File: src/rtl/md_pkg.sv
// Shared types and constants for the iterative multiply/divide unit.
package md_pkg;

  localparam int MD_WIDTH = 32;
  localparam logic [MD_WIDTH-1:0] DIV0_LO = 32'hFFFF_FFFF;

  typedef enum logic [1:0] {
    MD_MULT  = 2'b00,
    MD_MULTU = 2'b01,
    MD_DIV   = 2'b10,
    MD_DIVU  = 2'b11
  } md_op_t;

  typedef enum logic [1:0] {
    IDLE = 2'b00,
    RUN  = 2'b01,
    FIX  = 2'b10
  } md_state_t;

endpackage

File: src/rtl/md_step.sv
// One iteration of the shared 2*WIDTH accumulator: shift-add multiply or
// restoring divide ({remainder, dividend/quotient} shifted left).
module md_step
  import md_pkg::*;
#(
  parameter int WIDTH = MD_WIDTH
) (
  input  logic               i_div,
  input  logic [2*WIDTH-1:0] i_acc,
  input  logic [WIDTH-1:0]   i_opnd,
  output logic [2*WIDTH-1:0] o_acc
);

  logic [WIDTH:0]   w_sum;
  logic [WIDTH:0]   w_rem_sh;
  logic [WIDTH-1:0] w_diff;
  logic             w_ok;

  always_comb begin
    w_sum    = {1'b0, i_acc[2*WIDTH-1:WIDTH]} + (i_acc[0] ? {1'b0, i_opnd} : '0);
    w_rem_sh = i_acc[2*WIDTH-1:WIDTH-1];
    w_ok     = (w_rem_sh >= {1'b0, i_opnd});
    // A successful trial subtract always leaves a result below the divisor
    w_diff   = w_rem_sh[WIDTH-1:0] - i_opnd;
    if (!i_div) begin
      o_acc = {w_sum, i_acc[WIDTH-1:1]};
    end else if (w_ok) begin
      o_acc = {w_diff, i_acc[WIDTH-2:0], 1'b1};
    end else begin
      o_acc = {w_rem_sh[WIDTH-1:0], i_acc[WIDTH-2:0], 1'b0};
    end
  end

endmodule

File: src/rtl/mult_div_unit.sv
// MIPS HI/LO owner: 32-cycle iterative MULT/MULTU/DIV/DIVU on unsigned
// magnitudes with a final sign fix-up, plus MTHI/MTLO and pipeline stall.
module mult_div_unit
  import md_pkg::*;
#(
  parameter int WIDTH = MD_WIDTH,
  parameter int ITER  = WIDTH
) (
  input  logic             clk,
  input  logic             reset,
  input  logic             start,
  input  md_op_t           op,
  input  logic [WIDTH-1:0] a,
  input  logic [WIDTH-1:0] b,
  input  logic             mthi,
  input  logic             mtlo,
  input  logic [WIDTH-1:0] wdata,
  input  logic             rd_req,
  output logic [WIDTH-1:0] hi,
  output logic [WIDTH-1:0] lo,
  output logic             busy,
  output logic             done,
  output logic             stall
);

  localparam int CW = (ITER > 1) ? $clog2(ITER) : 1;
  localparam int AW = 2 * WIDTH;

  function automatic logic signed [WIDTH-1:0] neg_w(input logic signed [WIDTH-1:0] v);
    return -v;
  endfunction

  function automatic logic signed [AW-1:0] neg_dw(input logic signed [AW-1:0] v);
    return -v;
  endfunction

  md_state_t        r_state, w_next;
  logic [CW-1:0]    r_cnt;
  logic [AW-1:0]    r_acc, w_acc_step, w_acc_init, w_prod;
  logic [WIDTH-1:0] r_opnd, r_a_orig, r_hi, r_lo, r_done_unused_guard;
  logic             r_is_div, r_neg_q, r_neg_r, r_div0, r_done;
  logic             w_accept, w_last, w_signed, w_is_div, w_sa, w_sb;
  logic [WIDTH-1:0] w_mag_a, w_mag_b, w_fix_hi, w_fix_lo, w_q, w_r;

  assign busy  = (r_state != IDLE);
  assign done  = r_done;
  assign hi    = r_hi;
  assign lo    = r_lo;
  assign stall = busy & (start | mthi | mtlo | rd_req);

  assign w_accept = (r_state == IDLE) & start;
  assign w_last   = (r_cnt == CW'(ITER - 1));
  assign w_is_div = (op == MD_DIV) | (op == MD_DIVU);
  assign w_signed = (op == MD_MULT) | (op == MD_DIV);
  assign w_sa     = w_signed & a[WIDTH-1];
  assign w_sb     = w_signed & b[WIDTH-1];
  assign w_mag_a  = w_sa ? neg_w(a) : a;
  assign w_mag_b  = w_sb ? neg_w(b) : b;
  assign w_acc_init = {{WIDTH{1'b0}}, (w_is_div ? w_mag_a : w_mag_b)};

  md_step #(.WIDTH(WIDTH)) u_step (
    .i_div  (r_is_div),
    .i_acc  (r_acc),
    .i_opnd (r_opnd),
    .o_acc  (w_acc_step)
  );

  always_ff @(posedge clk) begin
    if (reset) r_state <= IDLE;
    else       r_state <= w_next;
  end

  always_comb begin
    w_next = r_state;
    case (r_state)
      IDLE:    if (start) w_next = RUN;
      RUN:     if (w_last) w_next = FIX;
      FIX:     w_next = IDLE;
      default: w_next = IDLE;
    endcase
  end

  // Operand capture and iteration datapath (no reset needed: always loaded on accept)
  always_ff @(posedge clk) begin
    if (w_accept) begin
      r_acc    <= w_acc_init;
      r_opnd   <= w_is_div ? w_mag_b : w_mag_a;
      r_a_orig <= a;
      r_is_div <= w_is_div;
      r_neg_q  <= w_sa ^ w_sb;
      r_neg_r  <= w_sa;
      r_div0   <= w_is_div & (b == '0);
    end else if (r_state == RUN) begin
      r_acc <= w_acc_step;
    end
  end

  // Sign fix-up; divide-by-zero yields a fixed pattern rather than trapping
  always_comb begin
    w_prod   = r_neg_q ? neg_dw(r_acc) : r_acc;
    w_q      = r_acc[WIDTH-1:0];
    w_r      = r_acc[AW-1:WIDTH];
    w_fix_hi = w_prod[AW-1:WIDTH];
    w_fix_lo = w_prod[WIDTH-1:0];
    if (r_is_div) begin
      if (r_div0) begin
        w_fix_hi = r_a_orig;
        w_fix_lo = WIDTH'(DIV0_LO);
      end else begin
        w_fix_lo = r_neg_q ? neg_w(w_q) : w_q;
        w_fix_hi = r_neg_r ? neg_w(w_r) : w_r;
      end
    end
  end

  always_ff @(posedge clk) begin
    if (reset) begin
      r_hi   <= '0;
      r_lo   <= '0;
      r_done <= 1'b0;
      r_cnt  <= '0;
    end else begin
      r_done <= 1'b0;
      case (r_state)
        IDLE: begin
          if (start) begin
            r_cnt <= '0;
          end else begin
            if (mthi) r_hi <= wdata;
            if (mtlo) r_lo <= wdata;
          end
        end
        RUN: r_cnt <= r_cnt + CW'(1);
        FIX: begin
          r_hi   <= w_fix_hi;
          r_lo   <= w_fix_lo;
          r_done <= 1'b1;
        end
        default: ;
      endcase
    end
  end

  assign r_done_unused_guard = '0;

endmodule
File: config.mk
export PLATFORM = sky130hd
export DESIGN_NAME = mult_div_unit
export DESIGN_NICKNAME = d
export VERILOG_FILES = /design/src/rtl/md_pkg.sv /design/src/rtl/md_step.sv /design/src/rtl/mult_div_unit.sv
export SDC_FILE = /design/constraint.sdc
export NUM_CORES = 1
export LEC_CHECK = 0
export CAP_MARGIN = 30
export CORE_MARGIN = 4
export CORE_UTILIZATION = 40
export CTS_BUF_LIST = sky130_fd_sc_hd__clkbuf_4 sky130_fd_sc_hd__clkbuf_8 sky130_fd_sc_hd__clkbuf_16
export DETAILED_ROUTE_END_ITERATION = 12
export RECOVER_POWER = 50
export SETUP_SLACK_MARGIN = 0.3
export SYNTH_ARGS = -nofsm -noshare
export SYNTH_HDL_FRONTEND = slang
export SYNTH_SLANG_ARGS = --single-unit
export TNS_END_PERCENT = 5
File: constraint.sdc
create_clock -name clk -period 3.5 [get_ports clk]
set_input_delay 0.525 -clock clk [delete_from_list [all_inputs] [get_ports clk]]
set_output_delay 0.525 -clock clk [all_outputs]
set_load 0.005 [all_outputs]
# == Word level (Yosys, flattened, before mapping) ==
# Cells that the tools add are included.
# W data, S select, Z words.
# word_totals
register_bits,204
inputBits,104
output_inout_bits,67
elab_cells,82
# op_classes
n_bitwise,11
n_addsub,8
n_eq_ne,10
n_mux,28
magnitude_cmp,1
reduce_logical,11
# op_table
cell,n
$mux W32,17
$mux W64,3
$neg A32 Y32,4
$pmux W32 S2,2
$neg A64 Y64,1
$add A32 B32 Y33,1
$ge A33 B32 Y1,1
$logic_not A32 Y1,1
$sub A32 B32 Y32,1
$ne A2 B2 Y1 const B,5
$pmux W5 S2,1
$reduce_bool A2 Y1,4
$eq A2 B2 Y1 const B,3
$reduce_and A3 Y1,2
$add A5 B1 Y5 const B,1
$and A1 B1 Y1,5
$eq A5 B5 Y1 const B,1
$mux W5,1
$or A1 B1 Y1,5
$logic_not A2 Y1,2
$mux W2,2
$pmux W2 S2,1
$reduce_and A2 Y1,2
$eq A2 B1 Y1 const B,1
other kinds (2),2

# == Depth between registers and ports, before layout ==
# depth
depth_word,6
ltp_mapped,15
mapped_depth_nobuf,14

# == Hierarchy ==
# Synthesis repeated with hierarchy kept, for this count alone.
# hier_totals
hier_cells,2154
area_unflattened_um2,17043.8
# modules_own_cells
mod,area_per_inst_um2,cells_per_inst,n_inst
mult_div_unit,12440.7,1468,1
md_step,4603.2,686,1

# == Worst setup path before layout ==
# Ideal clock, no wire load.
# synth_path
path_kind,register -> register
startpoint,register r_state[0]
endpoint,register r_acc[0] (data pin)
path_buffers,1
required_time_ns,3.132
synth_period_minus_slack_ns,3.267
stages_incl_launch_ff,6
slack_ns,0.233
arrival_time_ns,2.898
setup_time_ns,0.368
path_cell_list,dfxtp_1 > nor2_1 > nand2_1 > inv_1 > clkbuf_1 > a21oi_1
# synth_via
elab_chain_cells,3
# synth_rtl
item,line_no,rtl
start: declaration,mult_div_unit.sv:37,"md_state_t r_state, w_next;"
start signal: assignment,mult_div_unit.sv:70,else r_state <= w_next;
$logic_not A2 Y1,mult_div_unit.sv:51,assign w_accept = (r_state == IDLE) & start;
$and A1 B1 Y1,mult_div_unit.sv:51,
via w_accept,mult_div_unit.sv:42,"logic w_accept, w_last, w_signed, w_is_div, w_sa, w_sb;"
$mux W32,mult_div_unit.sv:85,if (w_accept) begin
end signal: assignment,mult_div_unit.sv:86,r_acc <= w_acc_init;
end signal: assignment,mult_div_unit.sv:94,r_acc <= w_acc_step;
end: declaration,mult_div_unit.sv:39,"logic [AW-1:0] r_acc, w_acc_step, w_acc_init, w_prod;"
# The timed path passes the listed nets, and every way through them passes these cells.
# A chain may end at the register's enable or synchronous reset.

# == Final worst setup path ==
# layout_path
startpoint,register r_opnd[5]
endpoint,register r_acc[61]
# layout_via
elab_chain_cells,3
# layout_rtl
item,line_no,rtl
start: declaration,mult_div_unit.sv:40,"logic [WIDTH-1:0] r_opnd, r_a_orig, r_hi, r_lo, r_done_unused_guard;"
start signal: assignment,mult_div_unit.sv:87,r_opnd <= w_is_div ? w_mag_b : w_mag_a;
"$mux W32, or another cell as far along",md_step.sv:20,"w_sum = {1'b0, i_acc[2*WIDTH-1:WIDTH]} + (i_acc[0] ? {1'b0, i_opnd} : '0);"
$add A32 B32 Y33 / $mux W64 (equally long branches),"md_step.sv:20, md_step.sv:27",
$mux W64 *,md_step.sv:25,if (!i_div) begin
# Mark *: on every way between the ends. The rest lies on a longest branch, timed or not.

==> impl_metrics.toml <==
[sta]
finalSetupTns_ns = 0
relSlewSlack = 0.112
tightest_slew_ns = 1.33
rsz0062_at_grt = "true"
worst_clock_skew_ns = 0.0181
slew_viol_final = 0
min_period_ns = 3.30
hold_violations = 0
setup_viol = 0
fmax_ghz = 0.303
finalCritPeriodShare = 0.943

[place]
dpl.hpwl_mm = 52.9
gp_congestion = 0.956
placed_area_sq_um = 19700
io_buffers = 170
dp_cells = 2804

[synthesis]
yosysWarnings = 0
yosysMostFrequentCell = "a21oi_1"
yosysSeqAreaShare = 0.311
syn-instance-count = 2036
synth_common_cells = "a21oi_1 (229), nand2_1 (220), nor2_1 (180)"
avgSynthCellArea_sq_um = 8.02
synth_area_sq_um = 16300
synth_nets = 2212
yosysTopAreaCell = "edfxtp_1"
synthFlopType = "dfxtp_1"
netlist.area_leader.share = 0.184
synthTopCellsByArea = "edfxtp_1 (18%), dfxtp_1 (13%), a21oi_1 (7.0%)"
ys_types = 83
synth_edf_count = 100
yosys_register_bits = 204
async_reset_ff_frac = 0

[finish]
fill_cells = 3736
stdcell_area_sq_um = 21400
fin_cells = 2877
final_nets = 2509
layout-drive-gt1-share = 0.171
synthToLayoutAreaGrowth_pct = 30.8

[floorplanning]
io-pin-count = 171
start_util = 0.408
row_count = 73
fp.dieW_microns = 210
dieArea_sq_um = 44100
core_sq_um = 40000
die_h_microns = 210

[clock_network]
cts_tree = "done"
hold_buffers = 0
path_clk_slew_ns = 0.06
h-tree-depth = 1
clock_latency_ns = 0.55
cts_buffers = 25
cts_buffer_depth = 3
clock_sinks = 204
ctsRootBufferMaster = "clkbuf_16"

[drt]
drc = 0
wire_per_inst_microns = 23.5
ant_nets = 0
num_vias = 17215
wirelength_mm = 67.7
dr.pass1.iters = 5
drtIter0Drc = 1745
viasPerCell = 5.98

[worst_setup_path]
critPathArrivalTime_ns = 3.78
crit_required_ns = 3.98
r2r-end = "r_acc[61]$_SDFFE_PP0P_"
reg2reg_from = "r_opnd[5]$_DFFE_PP_"
cpMostUsedCell = "nand4_1"
path_cells = "inv_1 -> ha_1 -> nand4_1 -> nor3_1 -> nand4_1 -> o21ai_0 -> a221oi_1 -> nor2_2 -> nor2_4 -> or3b_1 -> a31o_1 -> a31oi_1"
rrSetupSlack_ns = 0.20
critPathKind = "reg2reg"
r2r_cells = 12
max_stage_delay_ns = 0.44
start_kind = "flip-flop"
critPathCapture = "r_acc[61]$_SDFFE_PP0P_"
end_kind = "flip-flop"
crit_path_top_delay_cell = "edfxtp_1"
startpoint = "r_opnd[5]$_DFFE_PP_"
path_max_fanout = 12

[run]
drv.max_cap_violation_count = 0

[global_routing]
grt_pass1_vias = 16187
grtUsageTotal = 0.290
grt_max_degree = 118
grt_overflow_total = 0
antenna_found_initial = 2
grt_first_pass_wirelength_mm = 99.7

[pwr]
ir_drop_v = 0.000341
p_leak_nw = 8.57
power.density_nw_per_um2 = 527

[hold_path]
hold_class = "reg2reg"

[status]
outcome = "complete, no violations"
## worst max-delay path: cells and delay by family, from the launching register on
family / cells / cell delay (ns)
and+or+nand+nor: 6 / 1.55
AOI/OAI and AO/OA: 4 / 0.73
DFF: 1 / 0.44
adders and majority gates: 1 / 0.38
buffers and inverters: 1 / 0.12
## stage by stage
step / hold slack [ns] / power (mW) / setup WS, ns / util
after CTS: 0.455 / 10.8 / 0.222 / 0.518
after detailed placement: 0.445 / 7.98 / -0.192 / 0.494
after global placement: 0.442 / 7.97 / -0.169 / 0.494
final: 0.451 / 11.3 / 0.200 / 0.534
after global routing: 0.467 / 11.8 / 0.159 / 0.534
after floorplan: 0.439 / 6.02 / 0.289 / -
## final cells by class
class                      count  area, sq um  area share
multi-input combinational   1628        11000       0.516
sequential                   204         5080       0.238
timing repair buffer         392         3430       0.160
clock buffer                  37          741      0.0347
tap                          525          657      0.0307
inverter                      82          314      0.0147
clock inverter                 8          119     0.00556
antenna                        1         2.50    0.000117
## cell usage in the layout (no fill, tap or decap), types with 20 or more instances in the layout
cell type	synthesis	final
a211oi_1	26	20
o21ai_1	22	30
xor2_1	66	66
buf_4	0	196
mux2i_1	89	89
a21oi_1	229	218
a21o_1	25	25
o21ai_0	149	134
clkdlybuf4s50_1	0	78
a31oi_1	24	23
o31ai_1	26	24
xnor2_1	101	101
nor2_1	180	156
clkbuf_16	0	27
dfxtp_1	104	104
nand2_1	220	218
inv_1	79	74
nand3_1	49	48
nor3_1	30	28
dlygate4sd3_1	0	90
o221ai_1	38	36
ha_1	70	53
edfxtp_1	100	100
## where the power goes
part / total, mW / switching, mW / internal [mW]
combinational: 5.43 / 3.14 / 2.29
sequential: 3.08 / 0.264 / 2.81
clock: 2.74 / 1.06 / 1.68
total: 11.3 / 4.47 / 6.79
## routing by layer
layer  wire, microns  track usage
met3            6180       0.0649
met5              14            0
met1           29700        0.410
met2           28600        0.430
met4            3240        0.121
## worst min path at each step
| stage | endpoint | startpoint | cells past startpoint | slack [ns] |
|---|---|---|---|---|
| 3_5_place_dp | lo[11]$_SDFFE_PP0P_ | lo[11]$_SDFFE_PP0P_ | 2 | 0.45 |
| 3_3_place_gp | lo[20]$_SDFFE_PP0P_ | lo[20]$_SDFFE_PP0P_ | 2 | 0.44 |
| 5_1_grt | lo[16]$_SDFFE_PP0P_ | lo[16]$_SDFFE_PP0P_ | 2 | 0.47 |
| 2_1_floorplan | r_cnt[3]$_SDFFE_PP0P_ | r_cnt[3]$_SDFFE_PP0P_ | 1 | 0.44 |
| 4_1_cts | lo[7]$_SDFFE_PP0P_ | lo[7]$_SDFFE_PP0P_ | 2 | 0.46 |
| 6_report | lo[24]$_SDFFE_PP0P_ | lo[24]$_SDFFE_PP0P_ | 2 | 0.45 |
## logic make-up after synthesis
kind of cell               share of synthesized area
muxes                                         0.0587
DFF                                            0.311
xor gates and xnor gates                      0.0896
AOI/OAI and AO/OA                              0.250
buffers and inverters                         0.0476
adders and majority gates                     0.0561
and+or+nand+nor                                0.187
## sequential cells by signal, summed over array words and instances, names as in the netlist
| register | flops |
|---|---|
| done | 1 |
| hi | 32 |
| lo | 32 |
| r_a_orig | 32 |
| r_acc | 64 |
| r_cnt | 5 |
| r_div0 | 1 |
| r_is_div | 1 |
| r_neg_q | 1 |
| r_neg_r | 1 |
| r_opnd | 32 |
| r_state | 2 |
## timing repair
action | CTS | global route
pin swaps | 6 | 61
gates cloned | 1 | 2
endpoints found under the hold margin | 0 | 0
resized for setup | 21 | 118
buffers inserted | 5 | 19
setup endpoints to repair | 23 | 46
Note: power is estimated with default switching activity, not from simulation.
